$ cat config.mk
export PLATFORM = sky130hd
export DESIGN_NAME = mdu_div_core_flat
export DESIGN_NICKNAME = d
export VERILOG_FILES = /design/src/rtl/mdu_pkg.sv /design/src/rtl/mdu_div_core_if.sv /design/src/rtl/div_step.sv /design/src/rtl/mdu_div_core.sv /design/src/flat_wrapper.sv
export SDC_FILE = /design/constraint.sdc
export NUM_CORES = 1
export LEC_CHECK = 0
export ABC_AREA = 1
export CAP_MARGIN = 20
export CORE_MARGIN = 4
export CORE_UTILIZATION = 35
export CTS_BUF_LIST = sky130_fd_sc_hd__clkbuf_16
export CTS_CLUSTER_SIZE = 30
export DETAILED_ROUTE_END_ITERATION = 6
export HOLD_SLACK_MARGIN = 0.1
export PLACE_DENSITY = 0.55
export RECOVER_POWER = 50
export SLEW_MARGIN = 10
export SYNTH_ARGS = -nofsm -noshare
export SYNTH_HDL_FRONTEND = slang
export SYNTH_SLANG_ARGS = --single-unit
$ cat constraint.sdc
create_clock -name clk -period 2.3 [get_ports clk]
set_clock_uncertainty 0.05 [all_clocks]
set_input_delay 0.345 -clock clk [delete_from_list [all_inputs] [get_ports clk]]
set_output_delay 0.345 -clock clk [all_outputs]
set_load 0.02 [all_outputs]
$ cat src/rtl/mdu_pkg.sv
// Shared definitions for the multiply/divide unit's divider path.
// Contents: divider state encoding, default step count and counter width,
// the quotient value reported on divide-by-zero, and an operand
// magnitude helper used when DIV operands are latched.
package mdu_pkg;

    typedef enum logic [1:0] {
        IDLE = 2'd0,
        CALC = 2'd1,
        FIX  = 2'd2
    } div_state_t;

    localparam int DIV_STEPS = 32;
    localparam int CNT_W     = 6;

    localparam logic [31:0] DBZ_QUOTIENT = 32'hFFFF_FFFF;

    // Absolute value for signed operands, raw value for unsigned ones.
    // 0x80000000 maps onto itself, which is the correct unsigned magnitude.
    function automatic logic [31:0] magnitude(input logic [31:0] value,
                                              input logic        is_signed);
        return (is_signed && value[31]) ? (~value + 32'd1) : value;
    endfunction

endpackage

$ cat src/rtl/mdu_div_core_if.sv
// Handshake/data bundle between the MDU control logic and the divider.
//   master (MDU):     drives start, isSigned, dividend, divisor, cancel;
//                     receives busy, done, quotient, remainder, divByZero.
//   slave  (divider): the mirror image.
interface mdu_div_core_if;

    logic        start;
    logic        isSigned;
    logic [31:0] dividend;
    logic [31:0] divisor;
    logic        cancel;
    logic        busy;
    logic        done;
    logic [31:0] quotient;
    logic [31:0] remainder;
    logic        divByZero;

    modport master (
        output start, isSigned, dividend, divisor, cancel,
        input  busy, done, quotient, remainder, divByZero
    );

    modport slave (
        input  start, isSigned, dividend, divisor, cancel,
        output busy, done, quotient, remainder, divByZero
    );

endinterface

$ cat src/rtl/div_step.sv
// One combinational restoring-division step.
// Ports:
//   rem_in   33-bit partial remainder before the step
//   dvd_bit  next dividend bit shifted into the remainder
//   dvs      divisor magnitude
//   rem_out  partial remainder after the step (restored when the trial fails)
//   q_bit    quotient bit produced by this step
module div_step (
    input  logic [32:0] rem_in,
    input  logic        dvd_bit,
    input  logic [31:0] dvs,
    output logic [32:0] rem_out,
    output logic        q_bit
);

    logic [33:0] shifted;
    logic [33:0] trial;

    // One extra bit of headroom so the sign of the trial subtraction is
    // visible even when the shifted remainder uses all 33 bits.
    assign shifted = {rem_in, dvd_bit};
    assign trial   = shifted - {2'b00, dvs};

    assign q_bit   = ~trial[33];
    assign rem_out = trial[33] ? shifted[32:0] : trial[32:0];

endmodule

$ cat src/rtl/mdu_div_core.sv
// Iterative 32-bit restoring divider (DIV / DIVU) for the MDU.
// Ports:
//   clk    clock, all state changes on the rising edge
//   reset  synchronous active-high reset, returns to IDLE with outputs 0
//   div    mdu_div_core_if.slave: start/isSigned/dividend/divisor/cancel in,
//          busy/done/quotient/remainder/divByZero out
// A started operation takes one edge to load, STEPS edges to compute and
// one edge to apply signs, so done appears 34 cycles after start.
module mdu_div_core
    import mdu_pkg::*;
#(
    parameter int STEPS = DIV_STEPS
) (
    input  logic            clk,
    input  logic            reset,
    mdu_div_core_if.slave   div
);

    div_state_t        state_reg, state_next;
    logic [CNT_W-1:0]  cnt_reg;
    logic [32:0]       rem_reg;
    logic [31:0]       dvd_reg;      // dividend magnitude, becomes quotient
    logic [31:0]       dvs_reg;
    logic [31:0]       orig_dvd_reg; // raw dividend for the divide-by-zero result
    logic              neg_q_reg;
    logic              neg_r_reg;
    logic              dbz_reg;

    logic              busy_reg;
    logic              done_reg;
    logic [31:0]       quotient_reg;
    logic [31:0]       remainder_reg;
    logic              div_by_zero_reg;

    logic              accept;
    logic              step_en;
    logic              fix_en;

    logic [32:0]       step_rem;
    logic              step_qbit;

    div_step u_step (
        .rem_in  (rem_reg),
        .dvd_bit (dvd_reg[31]),
        .dvs     (dvs_reg),
        .rem_out (step_rem),
        .q_bit   (step_qbit)
    );

    // Next-state and datapath enables; cancel overrides every transition
    // and suppresses every datapath update, including the result write.
    always_comb begin
        state_next = state_reg;
        accept     = 1'b0;
        step_en    = 1'b0;
        fix_en     = 1'b0;
        case (state_reg)
            IDLE: begin
                if (div.start) begin
                    state_next = CALC;
                    accept     = 1'b1;
                end
            end
            CALC: begin
                step_en = 1'b1;
                if (cnt_reg == CNT_W'(1)) begin
                    state_next = FIX;
                end
            end
            FIX: begin
                fix_en     = 1'b1;
                state_next = IDLE;
            end
            default: state_next = IDLE;
        endcase
        if (div.cancel) begin
            state_next = IDLE;
            accept     = 1'b0;
            step_en    = 1'b0;
            fix_en     = 1'b0;
        end
    end

    always_ff @(posedge clk) begin
        if (reset) begin
            state_reg <= IDLE;
            busy_reg  <= 1'b0;
        end else begin
            state_reg <= state_next;
            busy_reg  <= (state_next != IDLE);
        end
    end

    always_ff @(posedge clk) begin
        if (reset) begin
            cnt_reg         <= '0;
            rem_reg         <= '0;
            dvd_reg         <= '0;
            dvs_reg         <= '0;
            orig_dvd_reg    <= '0;
            neg_q_reg       <= 1'b0;
            neg_r_reg       <= 1'b0;
            dbz_reg         <= 1'b0;
            done_reg        <= 1'b0;
            quotient_reg    <= '0;
            remainder_reg   <= '0;
            div_by_zero_reg <= 1'b0;
        end else begin
            done_reg <= fix_en;
            if (accept) begin
                cnt_reg      <= CNT_W'(STEPS);
                rem_reg      <= '0;
                dvd_reg      <= magnitude(div.dividend, div.isSigned);
                dvs_reg      <= magnitude(div.divisor, div.isSigned);
                orig_dvd_reg <= div.dividend;
                neg_q_reg    <= div.isSigned & (div.dividend[31] ^ div.divisor[31]);
                neg_r_reg    <= div.isSigned & div.dividend[31];
                dbz_reg      <= (div.divisor == 32'd0);
            end
            if (step_en) begin
                // Dividend shifts out of the top while quotient bits fill
                // in from the bottom, so dvd_reg ends up holding |quotient|.
                rem_reg <= step_rem;
                dvd_reg <= {dvd_reg[30:0], step_qbit};
                cnt_reg <= cnt_reg - CNT_W'(1);
            end
            if (fix_en) begin
                div_by_zero_reg <= dbz_reg;
                if (dbz_reg) begin
                    quotient_reg  <= DBZ_QUOTIENT;
                    remainder_reg <= orig_dvd_reg;
                end else begin
                    quotient_reg  <= neg_q_reg ? (~dvd_reg + 32'd1) : dvd_reg;
                    remainder_reg <= neg_r_reg ? (~rem_reg[31:0] + 32'd1) : rem_reg[31:0];
                end
            end
        end
    end

    assign div.busy      = busy_reg;
    assign div.done      = done_reg;
    assign div.quotient  = quotient_reg;
    assign div.remainder = remainder_reg;
    assign div.divByZero = div_by_zero_reg;

endmodule

$ cat src/flat_wrapper.sv
// flat-port wrapper written by rule: the top's interface ports become plain ports
module mdu_div_core_flat import mdu_pkg::*;
#(
    parameter int STEPS = DIV_STEPS
)
  (clk, reset, div_start, div_isSigned, div_dividend, div_divisor, div_cancel, div_busy, div_done, div_quotient, div_remainder, div_divByZero);
  mdu_div_core_if div_i ();
  input  logic clk;
  input  logic reset;
  input wire logic [$bits(div_i.start)-1:0] div_start;
  input wire logic [$bits(div_i.isSigned)-1:0] div_isSigned;
  input wire logic [$bits(div_i.dividend)-1:0] div_dividend;
  input wire logic [$bits(div_i.divisor)-1:0] div_divisor;
  input wire logic [$bits(div_i.cancel)-1:0] div_cancel;
  output wire logic [$bits(div_i.busy)-1:0] div_busy;
  output wire logic [$bits(div_i.done)-1:0] div_done;
  output wire logic [$bits(div_i.quotient)-1:0] div_quotient;
  output wire logic [$bits(div_i.remainder)-1:0] div_remainder;
  output wire logic [$bits(div_i.divByZero)-1:0] div_divByZero;
  assign div_i.start = div_start;
  assign div_i.isSigned = div_isSigned;
  assign div_i.dividend = div_dividend;
  assign div_i.divisor = div_divisor;
  assign div_i.cancel = div_cancel;
  assign div_busy = div_i.busy;
  assign div_done = div_i.done;
  assign div_quotient = div_i.quotient;
  assign div_remainder = div_i.remainder;
  assign div_divByZero = div_i.divByZero;
  mdu_div_core #(.STEPS(STEPS)) u_core (.clk(clk), .reset(reset), .div(div_i));
endmodule
==> flow_summary.toml, run 1 <==
[clock_network]
cts_buffer_depth = 3
cts-buffers-inserted = 26
cts_hold_buffers = 0
cts_tree = "yes"
clk_latency_ps = 550
cts-root-buf = "clkbuf_16"
htree_levels = 1
clkSinkCount = 207
path_clk_slew_ps = 60

[floorplan]
core_area_mm2 = 0.0398
rows = 73
num_io_pins = 136
start_util = 0.354
die_x_um = 209
die_area_mm2 = 0.0436
die_h_um = 209

[yosys]
synthAdderAreaFrac = 0.0351
yosys.area_share.xor_xnor = 0.0360
async_flop_share = 0
yosys.area_share.simple = 0.341
synth_area_leaders = "dfxtp_1 (29%), nand2_1 (15%), inv_1 (9.4%), nand3_1 (7.2%), nor2_1 (6.0%)"
synth_compound_area_frac = 0.167
synth_edf_count = 0
netlist.area_leader.share = 0.294
syn_avg_cell_area_um2 = 6.13
synth_ff_type = "dfxtp_1"
synth_top_family_by_area = "simple AND/OR/NAND/NOR gates"
syn_inst = 2299
netlist_area_mm2 = 0.0141
ys_ff_latch = 207
ys_warn_count = 0
yosysSeqAreaShare = 0.294
ys_types = 51
synth_largest_area_cell = "dfxtp_1"
muxShareOfSynthArea = 0
synth_nets = 2407

[setup_path]
crit_buf_inv = 4
crit_chain = "clkinv_4, ha_4, buf_6, nand2_2, nand2_2, a21oi_2, nand3_2, nor2_4, buf_12, nand3_4, clkbuf_16, nand3_2, nand3_2, a21oi_2"
cpPeakStageDelay_ps = 340
critical_path_arrival_ps = 2760
reg2reg_depth = 14
cp_top_family = "simple AND/OR/NAND/NOR gates"
cp-endpoint = "u_core.rem_reg[0]"
critPathMostFrequentCell = "nand3_2"
crit_path_end_kind = "flip-flop"
cp_max_fo = 8
startpoint_type = "flip-flop"
setup.worst_path.start = "u_core.dvs_reg[30]"
criticalPathCategory = "reg -> reg"
crit_cells = 14
worstPathRequired_ps = 2710
r2r-start = "u_core.dvs_reg[30]"
rr_endpoint = "u_core.rem_reg[0]"
worst_path_max_delay_cell = "dfxtp_2"
rrSetupSlack_ps = -50

[grt]
antenna_found_initial = 0
grt_overflow = 0
grt_start_max_net_pins = 121
grtUsageMet3 = 0.0263
grt_pass1_wl_mm = 78.1
grt_busiest_layer = "met2"
grt_pass1_vias = 14800
gr-usage-all-layers = 0.216
gr-usage-met1 = 0.325
grtUsageMet2 = 0.331

[cells_and_area]
design_area_mm2 = 0.0195
largest_reg_flops = 33
nFillCells = 4168
antennaDiodeCount = 0
syn2layout_area_growth_pct = 38.1
nets = 2714
drive_gt1_frac = 0.188

[routing]
vias = 16100
drt_iter0_markers = 1330
routedWlPerCell_um = 16.8
drt_wl_total_mm = 52.8
vias_per_cell = 5.12
drc = 0
dr.pass1.iters = 6
ant_nets = 0

[placed_design]
portBuffers = 135
gp_congestion = 0.941
placed_cell_area_mm2 = 0.0175
place_ws_ps = -309
dp_hpwl_mm = 38.4

[sta]
hold_viol_final = 0
finalSetupViolCount = 24
rsz0062_at_grt = "yes"
max_freq_mhz = 426
fin_crit_sh = 1.02
slew_headroom = 0.297
report.final.slew_viol_count = 0
tightest_slew_ps = 1060
layout_min_cycle_time_ps = 2350
fin_ws_ps = -50.1

[power_and_ir_drop]
irDropWorstVdd_v = 0.000483
p_leak_nw = 8.95
powerDensity_mw_per_mm2 = 527

[worst_hold_path]
hp-class = "in -> reg"

[outcome]
outcome = "complete, but fails checks"
violations = "negative setup slack"

[flow_run]
max_cap_viol_count = 0
-- cell usage after synthesis (8+ instances only) --
library cell,n
ha_1,38
nand3b_1,19
o211ai_1,10
a211oi_1,14
buf_1,10
nand3_1,204
o21ai_1,8
xor2_1,32
xnor2_1,26
nor2_1,227
inv_1,355
nor3_1,32
clkbuf_1,65
nand4_1,18
o21ai_0,129
o22ai_1,22
o221ai_1,20
dfxtp_1,207
nand2_1,577
a31oi_1,43
a21oi_1,142
buf_2,13
-- timing repair --
action	CTS	global route
resized for setup	12	195
endpoints found under the setup margin	34	45
gates cloned	0	13
buffers inserted	0	10
endpoints found under the hold margin	0	0
pin swaps	1	42
-- worst min-delay path by stage --
stage                           startpoint                 endpoint  slack [ps]  cells after the start
floorplan                       div_cancel      u_core.state_reg[0]         370                      1
global placement    u_core.orig_dvd_reg[8]   u_core.orig_dvd_reg[8]         390                      2
detailed placement  u_core.orig_dvd_reg[6]   u_core.orig_dvd_reg[6]         400                      2
CTS                                  reset       u_core.dvd_reg[26]         300                      5
global route                         reset       u_core.dvd_reg[26]         330                      5
finish                               reset  u_core.div.remainder[1]         300                      5
-- per-stage QoR --
step / TNS, ps / util / cells / hold slack, ps / power, W
after floorplan: 0 / - / 2299 / 373 / 0.00502
after global placement: -3950 / 0.438 / 3080 / 391 / 0.00591
after detailed placement: -5600 / 0.438 / 3080 / 398 / 0.00592
after CTS: 0 / 0.462 / 3128 / 296 / 0.0101
after global routing: -2940 / 0.489 / 3151 / 327 / 0.0107
final: -578 / 0.489 / 3151 / 300 / 0.0103
-- area by class of cell --
class / instances / area [µm²] / share of cell area
repair buffers: 369 / 3300 / 0.169
multi-input cells: 1637 / 9110 / 0.468
well taps: 525 / 657 / 0.0337
inverters: 365 / 1380 / 0.0707
flip-flops and latches: 207 / 4170 / 0.214
clock inverters: 22 / 214 / 0.0110
clock buffers: 26 / 651 / 0.0334
-- metal layers --
metal,wire length (µm),vias to the layer above
li1,-,8074
met1,25500,7441
met2,22400,551
met3,3890,67
met4,1010,0
met5,0,-
-- power by group --
part	switching, W	internal [W]	total, W
clock network	0.00167	0.00250	0.00417
logic	0.00138	0.000912	0.00229
registers	0.0000842	0.00371	0.00380
total	0.00313	0.00712	0.0103
-- placed cells by master (no fill, tap or decap), drive strengths merged, types with 2 or more instances in the layout --
master         Yosys  final
o221ai            20     20
nor2             236    236
a31oi             43     43
bufinv             0      4
nand2            585    590
dfxtp            207    207
o21bai             6      6
o211ai            10     10
and3               3      3
clkdlybuf4s50      0    134
xnor2             26     26
o21a               3      3
nand3b            19     19
inv              362    369
buf               30    221
nor4               6      6
nand4             18     18
a211oi            14     14
o31ai              2      2
clkinv             3     13
xor2              32     32
or2                4      4
ha                38     38
clkbuf            65     40
and2               5      5
a21oi            143    143
o22ai             22     22
nand3            209    209
o41ai              2      2
o21ai            140    140
nor3              36     36
-- worst register-to-register path, stage by stage (launching register included) --
cell	delay [ps]
dfxtp_2	340
clkinv_4	90
ha_4	240
buf_6	120
nand2_2	70
nand2_2	70
a21oi_2	150
nand3_2	100
nor2_4	170
buf_12	130
nand3_4	170
clkbuf_16	260
nand3_2	90
nand3_2	90
a21oi_2	130
-- kinds of logic (layout without fill, tap and decap cells) --
| kind of cell | after synthesis | count (layout) |
|---|---|---|
| compound gates | 412 | 412 |
| xor+xnor | 58 | 58 |
| fa+ha+maj | 39 | 39 |
| buf+inv | 460 | 782 |
| flops | 207 | 207 |
| simple gates | 1123 | 1128 |
Power figures use the tool's default switching activity.
==> run 2: changes to the inputs <==
--- a/config.mk
+++ b/config.mk
@@ -13,7 +13,7 @@
 export CTS_CLUSTER_SIZE = 30
 export DETAILED_ROUTE_END_ITERATION = 6
 export HOLD_SLACK_MARGIN = 0.1
-export PLACE_DENSITY = 0.55
+export PLACE_DENSITY = 0.57
 export RECOVER_POWER = 50
 export SLEW_MARGIN = 10
 export SYNTH_ARGS = -nofsm -noshare
==> constraint.sdc (replaced) <==
create_clock -name clk -period 2.16 [get_ports clk]
set_clock_uncertainty 0.05 [all_clocks]
set_input_delay 0.324 -clock clk [delete_from_list [all_inputs] [get_ports clk]]
set_output_delay 0.324 -clock clk [all_outputs]
set_load 0.02 [all_outputs]
==> flow_summary.toml, run 2 (synthesis gave the netlist of run 1 again) <==
[outcome]
outcome = "complete, but fails checks"
violations = "negative setup slack"

[routing]
routed.top_layer = "met4"
drc = 0
drt_iter0_markers = 1321
drt_wl_total_mm = 54.2
ant_nets = 0
dr_wl_met3_mm = 3.88
routedWlPerCell_um = 16.7
routed-wl-met2_mm = 23.4
vias_per_cell = 5.11
vias = 16500
met1_length_mm = 26.0
dr.pass1.iters = 5

[clock_network]
cts-root-buf = "clkbuf_16"
htree_levels = 1
cts_tree = "yes"
clkSinkCount = 207
cts-buffers-inserted = 26
cts_buffer_depth = 3
path_clk_slew_ps = 60
clk_latency_ps = 550

[power_and_ir_drop]
p_leak_nw = 9.54
powerDensity_mw_per_mm2 = 532
finalPower_w = 0.0111
irDropWorstVdd_v = 0.000479

[setup_path]
startpoint_type = "flip-flop"
crit_path_end_kind = "flip-flop"
cpPeakStageDelay_ps = 340
critical_path_arrival_ps = 2750
worst_path_max_delay_cell = "dfxtp_2"
cp_max_fo = 8
criticalPathCategory = "reg -> reg"
worstPathRequired_ps = 2560
crit_chain = "clkinv_4, ha_4, nand2_4, nor3_4, nand2_2, a21oi_4, nor2_4, buf_6, nand2_8, buf_12, nand2_8, nand3_1, nand3_1, a21oi_1"

[sta]
report.final.slew_viol_count = 0
finalSetupViolCount = 34
max_freq_mhz = 427
tightest_slew_ps = 988
fin_ws_ps = -183
fin_crit_sh = 1.08
layout_min_cycle_time_ps = 2340
rsz0062_at_grt = "yes"
slew_headroom = 0.341
holdWs_ps = 116
hold_viol_final = 0

[floorplan]
num_io_pins = 136
die_x_um = 209
core_area_mm2 = 0.0398
start_util = 0.354
rows = 73
die_area_mm2 = 0.0436
die_h_um = 209

[grt]
grt_overflow = 0
antenna_found_initial = 0
grt_pass1_vias = 15200
gr-usage-all-layers = 0.221
grt_start_max_net_pins = 101
grt_pass1_wl_mm = 79.9

[worst_hold_path]
hp-class = "in -> reg"

[flow_run]
max_cap_viol_count = 0

[cells_and_area]
antennaDiodeCount = 0
final_cell_mix = "nand2_1 (526), inv_1 (321), buf_4 (285), nor2_1 (212), dfxtp_1 (186)"
design_area_mm2 = 0.0209
drive_gt1_frac = 0.248
nFillCells = 3934
fin_cells = 3237
final_common_cell = "nand2_1"
nets = 2801
largest_reg_flops = 33
syn2layout_area_growth_pct = 48.0

[placed_design]
dp_hpwl_mm = 39.1
placed_cell_area_mm2 = 0.0180
gp_congestion = 0.950
portBuffers = 135
dp_cells = 3143
==> run 2: changes by cell type in the layout (fill, tap and decap cells not counted), moves of 6 or more <==
cell,before,now
nand3_2,40,71
inv_1,335,321
ha_4,25,31
nand3_4,3,15
buf_12,7,17
inv_2,32,38
buf_4,210,285
clkbuf_2,7,0
nand2_2,30,44
nand3_1,166,123
ha_1,13,3
nand2_1,546,526
==> run 2: per-stage QoR <==
step | setup WS [ps] | setup TNS [ps] | utilization
floorplan | 164 | 0 | -
global placement | -435 | -13020 | 0.451
detailed placement | -469 | -15520 | 0.451
CTS | -43.6 | -616 | 0.482
global route | -248 | -7190 | 0.524
finish | -183 | -4510 | 0.524
==> run 2: worst paths after layout <==
path | cells after the start | startpoint | slack (ps) | end
worst min-delay path | 4 | div_dividend[1] | 120 | u_core.orig_dvd_reg[1]
worst max register to register | 14 | u_core.dvs_reg[30] | -180 | u_core.rem_reg[8]
worst max-delay path | 14 | u_core.dvs_reg[30] | -180 | u_core.rem_reg[8]
worst min register to register | 2 | u_core.orig_dvd_reg[14] | 410 | u_core.orig_dvd_reg[14]
==> run 2: cell type report <==
| type | instances | area (µm²) | share of cell area |
|---|---|---|---|
| clock buffers | 26 | 651 | 0.0312 |
| clock inverters | 21 | 190 | 0.00911 |
| inverters | 365 | 1390 | 0.0668 |
| multi-input cells | 1641 | 9720 | 0.466 |
| flip-flops and latches | 207 | 4170 | 0.200 |
| well taps | 525 | 657 | 0.0315 |
| repair buffers | 452 | 4090 | 0.196 |
==> run 2: repair_timing <==
action | CTS | global route
gates cloned | 2 | 16
endpoints found under the hold margin | 3 | 0
pin swaps | 5 | 81
hold buffers | 1 | 0
endpoints found under the setup margin | 38 | 68
resized for setup | 65 | 275
setup buffers | 1 | 27
==> run 2: layer usage <==
metal	vias to the layer above	global-route usage
met5	-	0
met4	0	0.0347
met3	73	0.0269
met2	553	0.347
met1	7658	0.332
li1	8250	-
==> run 2: power by group <==
part           switching, W  leakage (nW)  internal [W]
Sequential        0.0000918          1.69       0.00395
Clock               0.00176         0.426       0.00255
Combinational       0.00158          7.43       0.00116
==> run 2: worst max-delay path: cells and delay by family, from the launching register on <==
kind	cells	cell delay (ps)
simple gates	8	900
buf+inv	3	370
flops	1	340
fa+ha+maj	1	310
compound gates	2	290
